## config.mk

```make
export PLATFORM = sky130hd
export DESIGN_NAME = softmax_normalizer
export DESIGN_NICKNAME = d
export VERILOG_FILES = /design/src/rtl/softmax_normalizer.sv
export SDC_FILE = /design/constraint.sdc
export NUM_CORES = 1
export LEC_CHECK = 0
export BUFFER_PORTS_ARGS = -buffer_cell sky130_fd_sc_hd__buf_2
export CORE_UTILIZATION = 40
export CTS_CLUSTER_SIZE = 25
export DETAILED_ROUTE_END_ITERATION = 8
export GPL_TIMING_DRIVEN = 0
export MAX_ROUTING_LAYER = met4
export SLEW_MARGIN = 20
export SYNTH_ARGS = -nofsm -noshare
export SYNTH_HDL_FRONTEND = slang
export SYNTH_SLANG_ARGS = --single-unit
```

## constraint.sdc

```tcl
create_clock -name clk -period 4.83 [get_ports clk]
set_input_delay 0.483 -clock clk [delete_from_list [all_inputs] [get_ports clk]]
set_output_delay 0.483 -clock clk [all_outputs]
set_load 0.02 [all_outputs]
```

## src/rtl/softmax_normalizer.sv

```systemverilog
// softmax_normalizer
// Back end of the pseudo-softmax datapath. Takes one frame (the floating-point
// sum {exp, mant} from the adder tree plus the NUM_INPUTS log-domain inputs
// that fed it). The sum is turned into log2 fixed point with the Mitchell
// approximation and subtracted from each input. The normalized elements then
// stream out one per valid/ready handshake.
//
// Ports:
//   clk, rst_n             clock (rising edge), asynchronous active-low reset
//   in_valid / in_ready    frame handshake
//   input_bus              NUM_INPUTS signed Q(MANT_WIDTH-FRAC_BITS).FRAC_BITS elements
//   exp, mant              sum = (1 + mant/2^MANT_WIDTH) * 2^exp, exp signed
//   out_valid / out_ready  element handshake
//   out_data               normalized element
//   out_index              element index of out_data
//   out_last               high with element NUM_INPUTS-1
//
// Optional build macro SOFTMAX_EXP2_OUT_EN: out_data becomes the linear
// probability 2^y as unsigned Q0.MANT_WIDTH, at the cost of one extra
// pipeline stage ahead of the output register.

module softmax_normalizer #(
   parameter int NUM_INPUTS = 10,
   parameter int EXP_WIDTH  = 9,
   parameter int MANT_WIDTH = 8,
   parameter int FRAC_BITS  = 4
) (
   input  logic                               clk,
   input  logic                               rst_n,
   input  logic                               in_valid,
   output logic                               in_ready,
   input  logic [NUM_INPUTS*MANT_WIDTH-1:0]   input_bus,
   input  logic [EXP_WIDTH-1:0]               exp,
   input  logic [MANT_WIDTH-1:0]              mant,
   output logic                               out_valid,
   input  logic                               out_ready,
   output logic [MANT_WIDTH-1:0]              out_data,
   output logic [$clog2(NUM_INPUTS)-1:0]      out_index,
   output logic                               out_last
);

   localparam int IDX_W = $clog2(NUM_INPUTS);
   localparam int WIDE  = EXP_WIDTH + FRAC_BITS + 2;
   localparam int MW1   = MANT_WIDTH + 1;
   localparam logic [IDX_W-1:0]       LAST_IDX = IDX_W'(NUM_INPUTS - 1);
   localparam logic signed [WIDE-1:0] SAT_HI   = WIDE'((1 << (MANT_WIDTH - 1)) - 1);
   localparam logic signed [WIDE-1:0] SAT_LO   = WIDE'(-(1 << (MANT_WIDTH - 1)));

   typedef enum logic [1:0] {IDLE, CALC, PRIME, STREAM} state_e;

   state_e                    state_q, state_d;
   logic [MANT_WIDTH-1:0]     elem_q [NUM_INPUTS];
   logic signed [EXP_WIDTH-1:0] exp_q;
   logic [MANT_WIDTH-1:0]     mant_q;
   logic                      frameLoad;
   logic signed [WIDE-1:0]    log_fx_q, log_fx_d, logNow;
   logic                      in_ready_q, in_ready_d;
   logic                      out_valid_q, out_valid_d;
   logic [MANT_WIDTH-1:0]     out_data_q, out_data_d;
   logic [IDX_W-1:0]          out_index_q, out_index_d;
   logic                      out_last_q, out_last_d;
   logic [IDX_W-1:0]          nextIdx;
`ifdef SOFTMAX_EXP2_OUT_EN
   logic [MANT_WIDTH-1:0]     y_q, y_d;
`endif

   // Mitchell log2 of the sum: the exponent is the integer part and the top
   // FRAC_BITS of the mantissa fraction stand in for log2(1 + m).
   function automatic logic signed [WIDE-1:0] logOf(input logic signed [EXP_WIDTH-1:0] e,
                                                    input logic [MANT_WIDTH-1:0] m);
      logic signed [WIDE-1:0] eExt;
      logic [MANT_WIDTH-1:0]  mTop;
      eExt = WIDE'(e);
      mTop = m >> (MANT_WIDTH - FRAC_BITS);
      return (eExt <<< FRAC_BITS) + signed'(WIDE'(mTop));
   endfunction

   // Element minus log-sum, clipped to the signed element range.
   function automatic logic [MANT_WIDTH-1:0] satDiff(input logic [MANT_WIDTH-1:0] x,
                                                     input logic signed [WIDE-1:0] lg);
      logic signed [WIDE-1:0] d;
      d = WIDE'(signed'(x)) - lg;
      if (d > SAT_HI) d = SAT_HI;
      else if (d < SAT_LO) d = SAT_LO;
      return d[MANT_WIDTH-1:0];
   endfunction

`ifdef SOFTMAX_EXP2_OUT_EN
   // 2^y for a non-positive log value: the fractional part is linearised as
   // (1 + f) and the negative integer part becomes a right shift. Any y >= 0
   // means a probability of one, which pins to full scale.
   function automatic logic [MANT_WIDTH-1:0] exp2Of(input logic [MANT_WIDTH-1:0] y);
      logic signed [MANT_WIDTH-1:0] iPart;
      logic [MANT_WIDTH-1:0]        shAmt;
      logic [MW1-1:0]               scaled;
      iPart = signed'(y) >>> FRAC_BITS;
      if (!iPart[MANT_WIDTH-1]) return '1;
      scaled = MW1'({1'b1, y[FRAC_BITS-1:0]}) << (MANT_WIDTH - FRAC_BITS);
      shAmt  = -iPart;
      return MANT_WIDTH'(scaled >> shAmt);
   endfunction
`endif

   // Next-state and next-output logic. Every output is loaded into a register
   // here one cycle ahead, so nothing downstream sees a combinational path
   // from in_valid or out_ready. While STREAM is stalled the defaults hold
   // data, index and last steady.
   always_comb begin
      state_d     = state_q;
      frameLoad   = 1'b0;
      log_fx_d    = log_fx_q;
      in_ready_d  = in_ready_q;
      out_valid_d = out_valid_q;
      out_data_d  = out_data_q;
      out_index_d = out_index_q;
      out_last_d  = out_last_q;
      nextIdx     = out_index_q + IDX_W'(1);
      logNow      = logOf(exp_q, mant_q);
`ifdef SOFTMAX_EXP2_OUT_EN
      y_d         = y_q;
`endif
      case (state_q)
         IDLE: begin
            if (in_valid && in_ready_q) begin
               frameLoad  = 1'b1;
               in_ready_d = 1'b0;
               state_d    = CALC;
            end
         end
         CALC: begin
            log_fx_d = logNow;
`ifdef SOFTMAX_EXP2_OUT_EN
            y_d      = satDiff(elem_q[0], logNow);
            state_d  = PRIME;
`else
            out_data_d  = satDiff(elem_q[0], logNow);
            out_index_d = '0;
            out_last_d  = 1'b0;
            out_valid_d = 1'b1;
            state_d     = STREAM;
`endif
         end
`ifdef SOFTMAX_EXP2_OUT_EN
         // Fill the second stage: element 0 moves to the output while the
         // log value of element 1 is prefetched behind it.
         PRIME: begin
            out_data_d  = exp2Of(y_q);
            out_index_d = '0;
            out_last_d  = 1'b0;
            out_valid_d = 1'b1;
            y_d         = satDiff(elem_q[1], log_fx_q);
            state_d     = STREAM;
         end
`endif
         STREAM: begin
            if (out_valid_q && out_ready) begin
               if (out_last_q) begin
                  out_valid_d = 1'b0;
                  out_last_d  = 1'b0;
                  in_ready_d  = 1'b1;
                  state_d     = IDLE;
               end else begin
                  out_index_d = nextIdx;
                  out_last_d  = (nextIdx == LAST_IDX);
`ifdef SOFTMAX_EXP2_OUT_EN
                  out_data_d  = exp2Of(y_q);
                  if (nextIdx != LAST_IDX)
                     y_d = satDiff(elem_q[nextIdx + IDX_W'(1)], log_fx_q);
`else
                  out_data_d  = satDiff(elem_q[nextIdx], log_fx_q);
`endif
               end
            end
         end
         default: state_d = IDLE;
      endcase
   end

   // State, frame and output registers. The frame is captured only on the
   // input handshake, so a held in_valid during CALC/STREAM is ignored.
   always_ff @(posedge clk or negedge rst_n) begin
      if (!rst_n) begin
         state_q     <= IDLE;
         exp_q       <= '0;
         mant_q      <= '0;
         log_fx_q    <= '0;
         in_ready_q  <= 1'b1;
         out_valid_q <= 1'b0;
         out_data_q  <= '0;
         out_index_q <= '0;
         out_last_q  <= 1'b0;
         for (int k = 0; k < NUM_INPUTS; k++) elem_q[k] <= '0;
`ifdef SOFTMAX_EXP2_OUT_EN
         y_q         <= '0;
`endif
      end else begin
         state_q     <= state_d;
         log_fx_q    <= log_fx_d;
         in_ready_q  <= in_ready_d;
         out_valid_q <= out_valid_d;
         out_data_q  <= out_data_d;
         out_index_q <= out_index_d;
         out_last_q  <= out_last_d;
`ifdef SOFTMAX_EXP2_OUT_EN
         y_q         <= y_d;
`endif
         if (frameLoad) begin
            exp_q  <= exp;
            mant_q <= mant;
            for (int k = 0; k < NUM_INPUTS; k++)
               elem_q[k] <= input_bus[k*MANT_WIDTH +: MANT_WIDTH];
         end
      end
   end

   assign in_ready  = in_ready_q;
   assign out_valid = out_valid_q;
   assign out_data  = out_data_q;
   assign out_index = out_index_q;
   assign out_last  = out_last_q;

endmodule

```

**Word-level counts from Yosys, hierarchy flattened**

Index checks and enable logic that the tools add are counted.

- Bits in registers: 128
- Input bits: 101
- Output and inout port bits: 15
- Word-level logic and storage cells: 75

- Add/sub/neg operators: 4
- $lt $le $gt $ge: 5
- Eq/ne operators: 7
- Multiplexer cells: 29
- Bitwise gates (word level): 1
- Reduce and logical (&&, ||, !) cells: 10

Operators with widths:

| kind | count |
|---|---|
| 8-bit two-way mux | 8 |
| 8-bit binary-select mux with 4-bit select | 1 |
| 15-bit by 8-bit greater-than comparator with 1-bit output, second input constant | 2 |
| 15-bit by 8-bit less-than comparator with 1-bit output, second input constant | 2 |
| 8-bit by 14-bit subtractor with 15-bit output | 2 |
| 8-bit one-hot mux with 2 select lines | 1 |
| 13-bit by 5-bit adder with 14-bit output | 1 |
| 1-bit two-way mux | 9 |
| 3-bit AND reduction | 3 |
| 4-bit two-way mux | 2 |
| 2-bit != test, second input constant | 4 |
| 4-bit one-hot mux with 2 select lines | 1 |
| 2-bit two-way mux | 3 |
| 1-bit one-hot mux with 2 select lines | 3 |
| 2-bit one-hot mux with 3 select lines | 1 |
| 5-bit greater-or-equal comparator, second input constant | 1 |
| 4-bit NOT with 5-bit output | 1 |
| 4-bit by 1-bit adder with 4-bit output, second input constant | 1 |
| 4-bit == test, second input constant | 1 |
| 4-bit AND reduction | 1 |
| 2-bit nonzero test | 2 |
| 2-bit by 1-bit == test with 1-bit output, second input constant | 1 |
| 2-bit == test, second input constant | 1 |
| 1-bit logical AND | 2 |
| other kinds (2) | 2 |

**Logic depth before layout (Yosys ltp)**

Gate-level depths: netlist of run 1.

- Depth after elaboration: 12
- Depth in mapped cells: 21
- Mapped depth without buffers: 16

**Worst setup path after synthesis of run 1**

Ideal clock, no wire load.

- Path type: reg2reg
- From: register out_index_q[0], in the netlist out_index[0]
- To: register out_data_q[6], in the netlist out_data[6]
- Arrival time: 5.366 ns
- Data required time: 4.736 ns
- Setup slack: -0.630 ns
- Cell stages (with the launch flop): 20
- Clock period less this slack: 5.460 ns
- Path through: dfrtp_1 buf_2 buf_2 clkbuf_1 inv_1 ha_1 clkbuf_1 buf_1 mux4_2 mux2i_1 o22ai_1 ha_1 nor2b_1 o211a_4 o41ai_1 mux2i_1 nand4_1 o41ai_4 nand3_1 a221oi_2

- Longest elaborated chain between the ends: 12
- Elaborated cells between the ends (all ways): 13
- Those cells by class: add/sub: 2; order compare: 2; mux: 8; bitwise: 1

Ends and longest elaborated chain:

| what | line | text |
|---|---|---|
| start, declared | 60 | `logic [IDX_W-1:0] out_index_q, out_index_d;` |
| start signal, assigned | 202 | `out_index_q <= out_index_d;` |
| 4-bit by 1-bit adder with 4-bit output * | 117 | `nextIdx = out_index_q + IDX_W'(1);` |
| 4-bit NOT with 5-bit output (not written as such) * | 170 | `out_data_d = satDiff(elem_q[nextIdx], log_fx_q);` |
| 8-bit binary-select mux with 4-bit select * | 170 |  |
| 8-bit two-way mux (not written as such) * (2 in a row) | 170 |  |
| 8-bit by 14-bit subtractor with 15-bit output * | 82 | `d = WIDE'(signed'(x)) - lg;` |
| 15-bit by 8-bit less-than comparator with 1-bit output | 84 | `else if (d < SAT_LO) d = SAT_LO;` |
| 8-bit two-way mux | 84 |  |
| 8-bit two-way mux * | 83 | `if (d > SAT_HI) d = SAT_HI;` |
| 8-bit two-way mux * | 157 | `if (out_last_q) begin` |
| 8-bit two-way mux * | 156 | `if (out_valid_q && out_ready) begin` |
| 8-bit one-hot mux with 2 select lines * | 122 | `case (state_q)` |
| end signal, assigned | 201 | `out_data_q <= out_data_d;` |
| end, declared | 59 | `logic [MANT_WIDTH-1:0] out_data_q, out_data_d;` |

Every way passes the cells marked *; elsewhere a longest branch is shown, timed or not. The select of a mux whose other input is x is not followed.
A chain may end at the register's enable or synchronous reset.

**Final worst setup path of run 1**

Ends and elaborated chain as after synthesis.

==> flow_metrics.tcl, run 1 <==
set metrics [dict create \
    p_sw_share_pct 19.9 \
    clk_path_buf_depth 2 \
    vias 5294 \
    fill_cells 1528 \
    drtIter0Drc 213 \
    fin_crit_ps 4680 \
    clock-sinks 123 \
    cts_tree "done" \
    slew_headroom_pct 35.5 \
    clkPwrFrac_pct 55.0 \
    p_int_mw 1.95 \
    gr-usage-met2_pct 35.0 \
    arrival_ps 5000 \
    port_buffers 111 \
    dieHeight_um 133 \
    overflow 0 \
    yosysSeqAreaShare_pct 44.7 \
    finClkSkew_ps 7.09 \
    power_mw 2.43 \
    hp-class "in2async" \
    die_x_um 133 \
    nets 886 \
    cts_made_buffers 17 \
    synth_edf_count 0 \
    syn_area_per_cell_um2 11.3 \
    synth-main-ff-cell "dfrtp_1" \
    n_antenna_cell 0 \
    grtUsageTotal_pct 21.9 \
    post-route-period-util_pct 96.9 \
    reg2reg_from "out_index[0]" \
    r2r_slack_ps 150 \
    rows 47 \
    first_pass_iters 5 \
    antenna_found_initial 0 \
    place_hpwl_um 13600 \
    grt-busiest-layer "met2" \
    worstSetupEndpointType "register" \
    slew_violations 0 \
    crit_type "reg2reg" \
    globalplace.congestion 0.852 \
    global_route.usage.met1_pct 27.3 \
    area_growth_pct 27.5 \
    combPwrFrac_pct 2.6 \
    core_area_um2 16700 \
    routed_wl_um 17900 \
    wl_per_cell_um 18.2 \
    p_leak_nw 4.19 \
    fin_tns_setup_ps 0 \
    switchingPower_uw 484 \
    start_util_pct 41.2 \
    syn_inst 608 \
    yosysWarnings 0 \
    drv_cap 0 \
    grt_use_met3_pct 4.64 \
    required_ps 5150 \
    hold_viol 0 \
    drive_above_1_share_pct 39.4 \
    synthArstFlopShare_pct 100 \
    grt_max_degree 68 \
    grt_pass1_vias 5508 \
    worst_pin_slew_ps 963 \
    root_buffer "clkbuf_16" \
    grt_pass1_wl_um 28700 \
    pin_count 116 \
    worstSkewPairLatency_ps 410 \
    grt_setup_unrepaired "yes" \
    cts-hold-fix-buffers 0 \
    pre_cts_ws_ps -1060 \
    r2r_cells 20 \
    timing.fmax_mhz 214 \
    r2r-end "out_data[6]" \
    syn_nets 740 \
    ir_worst_vdd_mv 0.207 \
    yosysUniqueCellTypes 63 \
    syn-cell-area_um2 6890 \
    synth_seq_cells 123 \
    setup_viol 0 \
    path_max_fanout 10 \
    status "completed" \
    seqPwrFrac_pct 42.4 \
    cts_htree_levels 4 \
    die_area_um2 17800 \
    drtAntennaViolNets 0 \
    finalWorstSetupSlack_ps 148 \
    drc 0 \
    startpoint_type "register" \
    clkSlewWorstSetupHoldPaths_ps 60 \
    p_per_area_nw_per_um2 277 \
    viasPerCell 5.36 \
]
==> worst max-delay path, cell delays in order (launching register included) <==
cell and delay, ps:
dfrtp_1 420, buf_12 140, buf_12 100, clkbuf_16 150, inv_1 50, ha_1 320
buf_8 160, buf_12 150, mux4_2 320, mux2i_2 220, o22ai_1 120, ha_1 370
and3_4 190, a221o_1 390, a22oi_2 220, xnor2_1 160, nand4_1 220, o41ai_4 320
buf_4 190, nand3_1 110, a221oi_2 260
==> sequential cells by signal, indices dropped and copies added (netlist names) <==
name,count
elem_q,80
exp_q,9
in_ready,1
log_fx_q,13
mant_q,4
out_data,8
out_index,4
out_last,1
out_valid,1
state_q,2
==> power groups by stage <==
stage	clock network, mW	logic (mW)	registers [mW]
floorplan	0	0.00115	1.05
global placement	0	0.0616	1.05
detailed placement	0	0.0654	1.05
CTS	1.36	0.0656	1.03
global route	1.42	0.0715	1.03
finish	1.34	0.0640	1.03
==> area by class of cell <==
| cell class | instances | area [um2] | share of cell area [%] |
|---|---|---|---|
| Timing Repair Buffer | 127 | 702 | 7.99 |
| Clock buffer | 21 | 460 | 5.24 |
| Sequential cell | 123 | 3080 | 35.0 |
| Multi-Input combinational cell | 426 | 3800 | 43.2 |
| Inverter | 35 | 131 | 1.50 |
| Clock inverter | 11 | 166 | 1.89 |
| Buffer | 24 | 173 | 1.97 |
| Tap cell | 220 | 275 | 3.13 |
==> through the flow <==
stage / instances / util (%) / hold WS, ps / area [um2]
floorplan: 608 / - / 187 / 6910
global placement: 939 / 46.3 / 469 / 7740
detailed placement: 940 / 46.6 / 471 / 7780
CTS: 980 / 51.8 / 54.4 / 8660
global route: 987 / 52.6 / 71.9 / 8790
finish: 987 / 52.6 / 34.2 / 8790
==> Yosys cell counts, drive strengths merged, types with 8 or more instances <==
master  number  area (um2)
dfrtp      122        3050
mux2        82         923
nand2       49         184
o21ai       45         225
inv         35         131
ha          29         363
mux2i       22         220
nor2        21        78.8
a21oi       20         111
clkbuf      18        67.6
mux4        16         360
nand3       12        60.1
xnor2       11        96.3
nor3         8        40.0
==> per-layer routing <==
layer,vias to the layer above,share of wire [%],wire [um]
li1,2531,-,-
met1,2618,44,7970
met2,121,49,8730
met3,24,4.5,810
met4,0,2.3,407
met5,-,0,0
==> layout by cell type (no fill, tap or decap), drive strengths merged, types with 16 or more instances in the layout <==
master,count
buf,134
dfrtp,122
mux2,82
nand2,49
o21ai,45
clkbuf,38
inv,36
ha,29
mux2i,22
nor2,21
a21oi,20
mux4,16
==> logic make-up (layout without fill, tap and decap cells) <==
family	Yosys count	in the layout	synth area share (%)
AOI/OAI and AO/OA	137	137	13.9
DFF	123	123	44.7
and+or+nand+nor	122	122	8.41
muxes	120	120	21.8
buffers and inverters	59	218	3.27
adders and majority gates	31	31	5.85
xor gates and xnor gates	16	16	2.03
==> how the worst max path moves through the flow <==
stage                  from     endpoint  slack, ps  cells after the start
3_5_place_dp   out_index[0]  out_data[6]      -1060                     19
6_report       out_index[0]  out_data[6]        150                     20
2_1_floorplan  out_index[0]  out_data[6]         70                     19
5_1_grt        out_index[0]  out_data[1]        -20                     21
3_3_place_gp   out_index[0]  out_data[4]      -1020                     19
4_1_cts        out_index[0]  out_data[6]         60                     20
==> timing repair <==
| action | in CTS | in global routing |
|---|---|---|
| setup buffers | 8 | 7 |
| gates resized for setup | 36 | 14 |
| setup endpoints to repair | 8 | 8 |
| pin swaps | 9 | 9 |
No activity file was read; power rests on OpenSTA's default activity.
==> run 2: changes to the inputs <==
--- a/config.mk
+++ b/config.mk
@@ -5,6 +5,7 @@
 export SDC_FILE = /design/constraint.sdc
 export NUM_CORES = 1
 export LEC_CHECK = 0
+export ABC_AREA = 1
 export BUFFER_PORTS_ARGS = -buffer_cell sky130_fd_sc_hd__buf_2
 export CORE_UTILIZATION = 40
 export CTS_CLUSTER_SIZE = 25
==> run 2 against run 1 <==
Maximum frequency up 7.7%; sequential cell count unchanged; final cell count up 45%.
==> flow_metrics.tcl, run 2 <==
set metrics [dict create \
    cpMaxStageDelayCell "fa_1" \
    die_area_um2 19000 \
    crit_chain "buf_2 -> clkinvlp_4 -> ha_2 -> buf_1 -> o22ai_1 -> o21ai_0 -> o32ai_1 -> inv_1 -> ha_1 -> inv_1 -> fa_1 -> nand3_1 -> nand3_2 -> nand3_1 -> nand3_1 -> nand2_1 -> nand3_1 -> nor2_1 -> nand2_1 -> a21oi_4 -> nand2_1 -> nand3_1 -> nand2_1" \
    cts_made_buffers 17 \
    area_growth_pct 20.3 \
    crit_type "reg2reg" \
    worst_path_most_repeated_cell "nand3_1" \
    clkSlewWorstSetupHoldPaths_ps 60 \
    die_x_um 138 \
    ys_top_cells_by_area "dfrtp_1, nand2_1, inv_1" \
    pin_count 116 \
    grt_max_degree 100 \
    regMostFlops "elem_q" \
    synth_top_area_cell "dfrtp_1" \
    top_regs "elem_q (80), log_fx_q (13), exp_q (9)" \
    path_max_fanout 10 \
    syn_inst 1056 \
    worstSkewPairLatency_ps 420 \
    rows 49 \
    drtIter0Drc 359 \
    fin_crit_ps 4350 \
    clk_path_buf_depth 2 \
    worst_pin_slew_ps 637 \
    synth_seq_cells 123 \
    hold_viol 0 \
    slew_violations 0 \
    synth.most_common_cell "nand2_1" \
    cts_htree_levels 4 \
    drc 0 \
    worstSetupEndpointType "register" \
    setup_viol 0 \
    wl_per_cell_um 14.6 \
    whs_ps 254 \
    status "completed" \
    syn_nets 1188 \
    first_pass_iters 5 \
    synth_edf_count 0 \
    synth_top_area_share_pct 41.3 \
    syn_area_per_cell_um2 6.99 \
    final_cell_mix "nand2_1, dfrtp_1, buf_2" \
    fin_tns_setup_ps 0 \
    nets 1321 \
    vias 7034 \
    final_common_cell "nand2_1" \
    grt_pass1_vias 6476 \
    timing.fmax_mhz 230 \
    drv_cap 0 \
    finish.utilization_pct 49.3 \
    drive_above_1_share_pct 14.9 \
    slew_headroom_pct 57.3 \
    post-route-period-util_pct 90.0 \
    grt_pass1_wl_um 33400 \
    overflow 0 \
    cp_slowest_stage_delay_ps 450 \
    grt_setup_unrepaired "no" \
    port_buffers 111 \
    routed_wl_um 20800 \
    synth-main-ff-cell "dfrtp_1" \
    cts_tree "done" \
    globalplace.congestion 0.946 \
    grtUsageTotal_pct 24.1 \
    drtAntennaViolNets 0 \
    antenna_found_initial 0 \
    hp-class "in2reg" \
    yosysUniqueCellTypes 38 \
    required_ps 5130 \
    clock-sinks 123 \
    yosysSeqAreaShare_pct 41.7 \
    synth_common_cells "nand2_1, dfrtp_1, inv_1" \
    synthArstFlopShare_pct 100 \
    viasPerCell 4.92 \
    finClkSkew_ps 9.55 \
    dieHeight_um 138 \
    n_antenna_cell 0 \
    startpoint_type "register" \
    largest_reg_flops 80 \
    root_buffer "clkbuf_16" \
    arrival_ps 4650 \
    yosysWarnings 0 \
    start_util_pct 41.0 \
    syn-cell-area_um2 7380 \
    place_hpwl_um 16200 \
    core_area_um2 18000 \
]
==> run 2: worst max-delay path: cells and delay by family (launching register included) <==
family / cells / cell delay, ps
buf+inv: 5 / 910
simple gates: 11 / 1110
fa+ha+maj: 3 / 1010
compound gates: 4 / 780
flops: 1 / 410
==> run 2: per-stage QoR <==
stage / instance area (um2) / std cells / worst slack (ps)
after floorplan: 7380 / 1056 / 955
after global placement: 8230 / 1396 / -118
after detailed placement: 8260 / 1397 / -141
after CTS: 8860 / 1429 / 39.5
after global routing: 8880 / 1431 / 207
final: 8880 / 1431 / 483
==> run 2: cell type report <==
cell class,count,area (um2)
buffer,34,138
clock buffer,18,429
clock inverter,14,159
fill,1868,9140
inverter,108,409
multi-input combinational,790,3760
sequential,123,3080
tap,229,287
timing repair buffer,115,618
==> run 2: repair_timing <==
action,4_1_cts,5_1_grt
gates resized for setup,0,7
cloned,0,0
setup buffers,0,2
endpoints found under the hold margin,24,0
hold buffers,1,0
endpoints found under the setup margin,7,7
==> run 2: path summary, 6_finish.rpt <==
kind / startpoint / to / slack, ps / cells after the start
setup / recovery: out_index[0] / out_data[2] / 480 / 23
hold / removal: input_bus[11] / elem_q[67] / 250 / 3
setup reg to reg: out_index[0] / out_data[2] / 480 / 23
hold reg to reg: elem_q[40] / elem_q[40] / 470 / 2
max in group asynchronous: rst_n / exp_q[7] / 3570 / 3
min in group asynchronous: rst_n / exp_q[4] / 500 / 2
==> run 2: cell families (layout without fill, tap and decap cells) <==
family                     Yosys count  count (layout)  synth area share, %
muxes                                5               5                0.678
DFF                                123             123                 41.7
adders and majority gates           31              31                 5.46
and+or+nand+nor                    625             625                 34.2
xor gates and xnor gates            12              12                 1.42
AOI/OAI and AO/OA                  117             117                 9.19
buffers and inverters              143             289                 7.39
==> run 2: metal layers <==
layer  share of wire [%]  vias to the layer above  global-route usage (%)
met2                  46                      179                    37.8
met3                 4.2                       31                    3.55
li1                    -                     3605                       -
met1                  47                     3219                    32.1
met4                 2.0                        0                    7.49
met5                   0                        -                       -
Power of run 2 is not shown: default switching activity piles up to over one toggle a cycle in this logic, so the estimate is an artifact.
==> run 3: changes to the inputs <==
--- a/config.mk
+++ b/config.mk
@@ -7,11 +7,14 @@
 export LEC_CHECK = 0
 export ABC_AREA = 1
 export BUFFER_PORTS_ARGS = -buffer_cell sky130_fd_sc_hd__buf_2
-export CORE_UTILIZATION = 40
+export CELL_PAD_IN_SITES_DETAIL_PLACEMENT = 0
+export CELL_PAD_IN_SITES_GLOBAL_PLACEMENT = 1
+export CORE_UTILIZATION = 37
 export CTS_CLUSTER_SIZE = 25
 export DETAILED_ROUTE_END_ITERATION = 8
 export GPL_TIMING_DRIVEN = 0
 export MAX_ROUTING_LAYER = met4
+export PLACE_DENSITY_LB_ADDON = 0.1
 export SLEW_MARGIN = 20
 export SYNTH_ARGS = -nofsm -noshare
 export SYNTH_HDL_FRONTEND = slang
==> run 3 against run 2 <==
Final cell count increased by 2.4%; hold slack got worse by 5.1 ps; global-route usage shrank 0.39 points; utilization fell by 3.4 points; first-iteration DRC count up 1.1%; die area is 8.0% higher; critical path depth grew 1; critical path type unchanged; critical endpoint is now out_data[0]; highest routed layer unchanged.
==> flow_metrics.tcl, run 3 (synthesis results as in run 2) <==
set metrics [dict create \
    clkSlewWorstSetupHoldPaths_ps 70 \
    crit_family "simple AND/OR/NAND/NOR gates" \
    first_pass_iters 4 \
    arrival_ps 4750 \
    globalplace.congestion 0.852 \
    cts_tree "done" \
    crit_chain "buf_2 -> inv_1 -> clkbuf_4 -> ha_2 -> inv_2 -> clkbuf_2 -> o21ai_0 -> o22ai_1 -> o211ai_1 -> o21ai_0 -> ha_1 -> nand2_2 -> nor2_1 -> nand2_1 -> nand3_2 -> nand2_1 -> nand3_1 -> nand2_1 -> nor2_1 -> nand2_1 -> a21oi_4 -> nand2_1 -> nand3_1 -> nand2_1" \
    port_buffers 111 \
    viasPerCell 4.76 \
    hold_viol 0 \
    largest_reg_flops 80 \
    setup_viol 0 \
    worst_path_most_repeated_cell "nand2_1" \
    grt_setup_unrepaired "no" \
    grt_pass1_wl_um 35100 \
    antenna_found_initial 0 \
    drc 0 \
    worstSkewPairLatency_ps 430 \
    die_area_um2 20500 \
    root_buffer "clkbuf_16" \
    area_growth_pct 21.3 \
    whs_ps 249 \
    cts_made_buffers 17 \
    status "completed" \
    grt_max_degree 78 \
    regMostFlops "elem_q" \
    drtAntennaViolNets 0 \
    crit_type "reg2reg" \
    required_ps 5140 \
    grt_pass1_vias 6627 \
    slew_violations 0 \
    final_cell_mix "nand2_1, dfrtp_1, buf_2" \
    drv_cap 0 \
    dieHeight_um 143 \
    startpoint_type "register" \
    overflow 0 \
    cp_slowest_stage_delay_ps 450 \
    timing.fmax_mhz 225 \
    grtUsageTotal_pct 23.7 \
    drtIter0Drc 363 \
    pre_cts_ws_ps -336 \
    start_util_pct 37.8 \
    cts_setup_buffers 0 \
    worstSetupEndpointType "register" \
    clk_path_buf_depth 2 \
    worst_pin_slew_ps 893 \
    drive_above_1_share_pct 15.2 \
    final_common_cell "nand2_1" \
    hp-class "in2reg" \
    post-route-period-util_pct 92.0 \
    place_hpwl_um 17300 \
    finish.utilization_pct 45.9 \
    top_regs "elem_q (80), log_fx_q (13), exp_q (9)" \
    core_area_um2 19500 \
    n_antenna_cell 0 \
    cts_htree_levels 4 \
    pin_count 116 \
    vias 6969 \
    finClkSkew_ps 16.5 \
    fin_crit_ps 4440 \
    clock-sinks 123 \
    path_max_fanout 10 \
    rows 51 \
    critPathBufInv 5 \
    fin_tns_setup_ps 0 \
    finalWorstSetupSlack_ps 385 \
    wl_per_cell_um 15.2 \
    nets 1320 \
    die_x_um 143 \
    routed_wl_um 22300 \
    slew_headroom_pct 40.1 \
    cpMaxStageDelayCell "ha_2" \
]
==> run 3: per-layer routing <==
metal,up-vias,GRT usage [%],share of wire (%)
met2,146,38.2,47
met4,0,8.01,2.1
met1,3194,30.5,47
met3,19,3.55,3.3
li1,3610,-,-
met5,-,-,0
==> run 3: per-stage QoR <==
stage / area [um2] / cells
after floorplan: 7380 / 1056
after detailed placement: 8310 / 1433
after global placement: 8270 / 1432
after CTS: 8930 / 1465
after global routing: 8960 / 1465
final: 8960 / 1465
==> run 3: tightest hold or removal path, cell delays in order <==
cell	delay (ps)
buf_2	70
nand2_1	40
nand2_1	50
==> run 3: area by class of cell <==
class / count / area, um2
inverter: 108 / 405
buffer: 35 / 146
timing repair buffer: 113 / 603
clock inverter: 14 / 181
multi-input combinational: 790 / 3780
tap: 265 / 332
fill: 2138 / 10600
clock buffer: 17 / 425
sequential: 123 / 3080
==> run 3: timing repair <==
action,in CTS,in global routing
resized for setup,3,11
hold buffers,1,0
cloned,0,0
endpoints found under the setup margin,7,8
hold endpoints to repair,46,0
pin swaps,0,1
==> run 3: final timing paths <==
kind                               endpoint     startpoint  slack (ps)  cells after the start
worst min-delay path             elem_q[61]  input_bus[21]         250                      3
min in group asynchronous       out_data[5]          rst_n         560                      2
worst max register to register  out_data[0]   out_index[0]         390                     24
worst min register to register   elem_q[41]     elem_q[41]         470                      2
worst max-delay path            out_data[0]   out_index[0]         390                     24
max in group asynchronous          in_ready          rst_n        3530                      3
Power of run 3 is left out for the same reason.
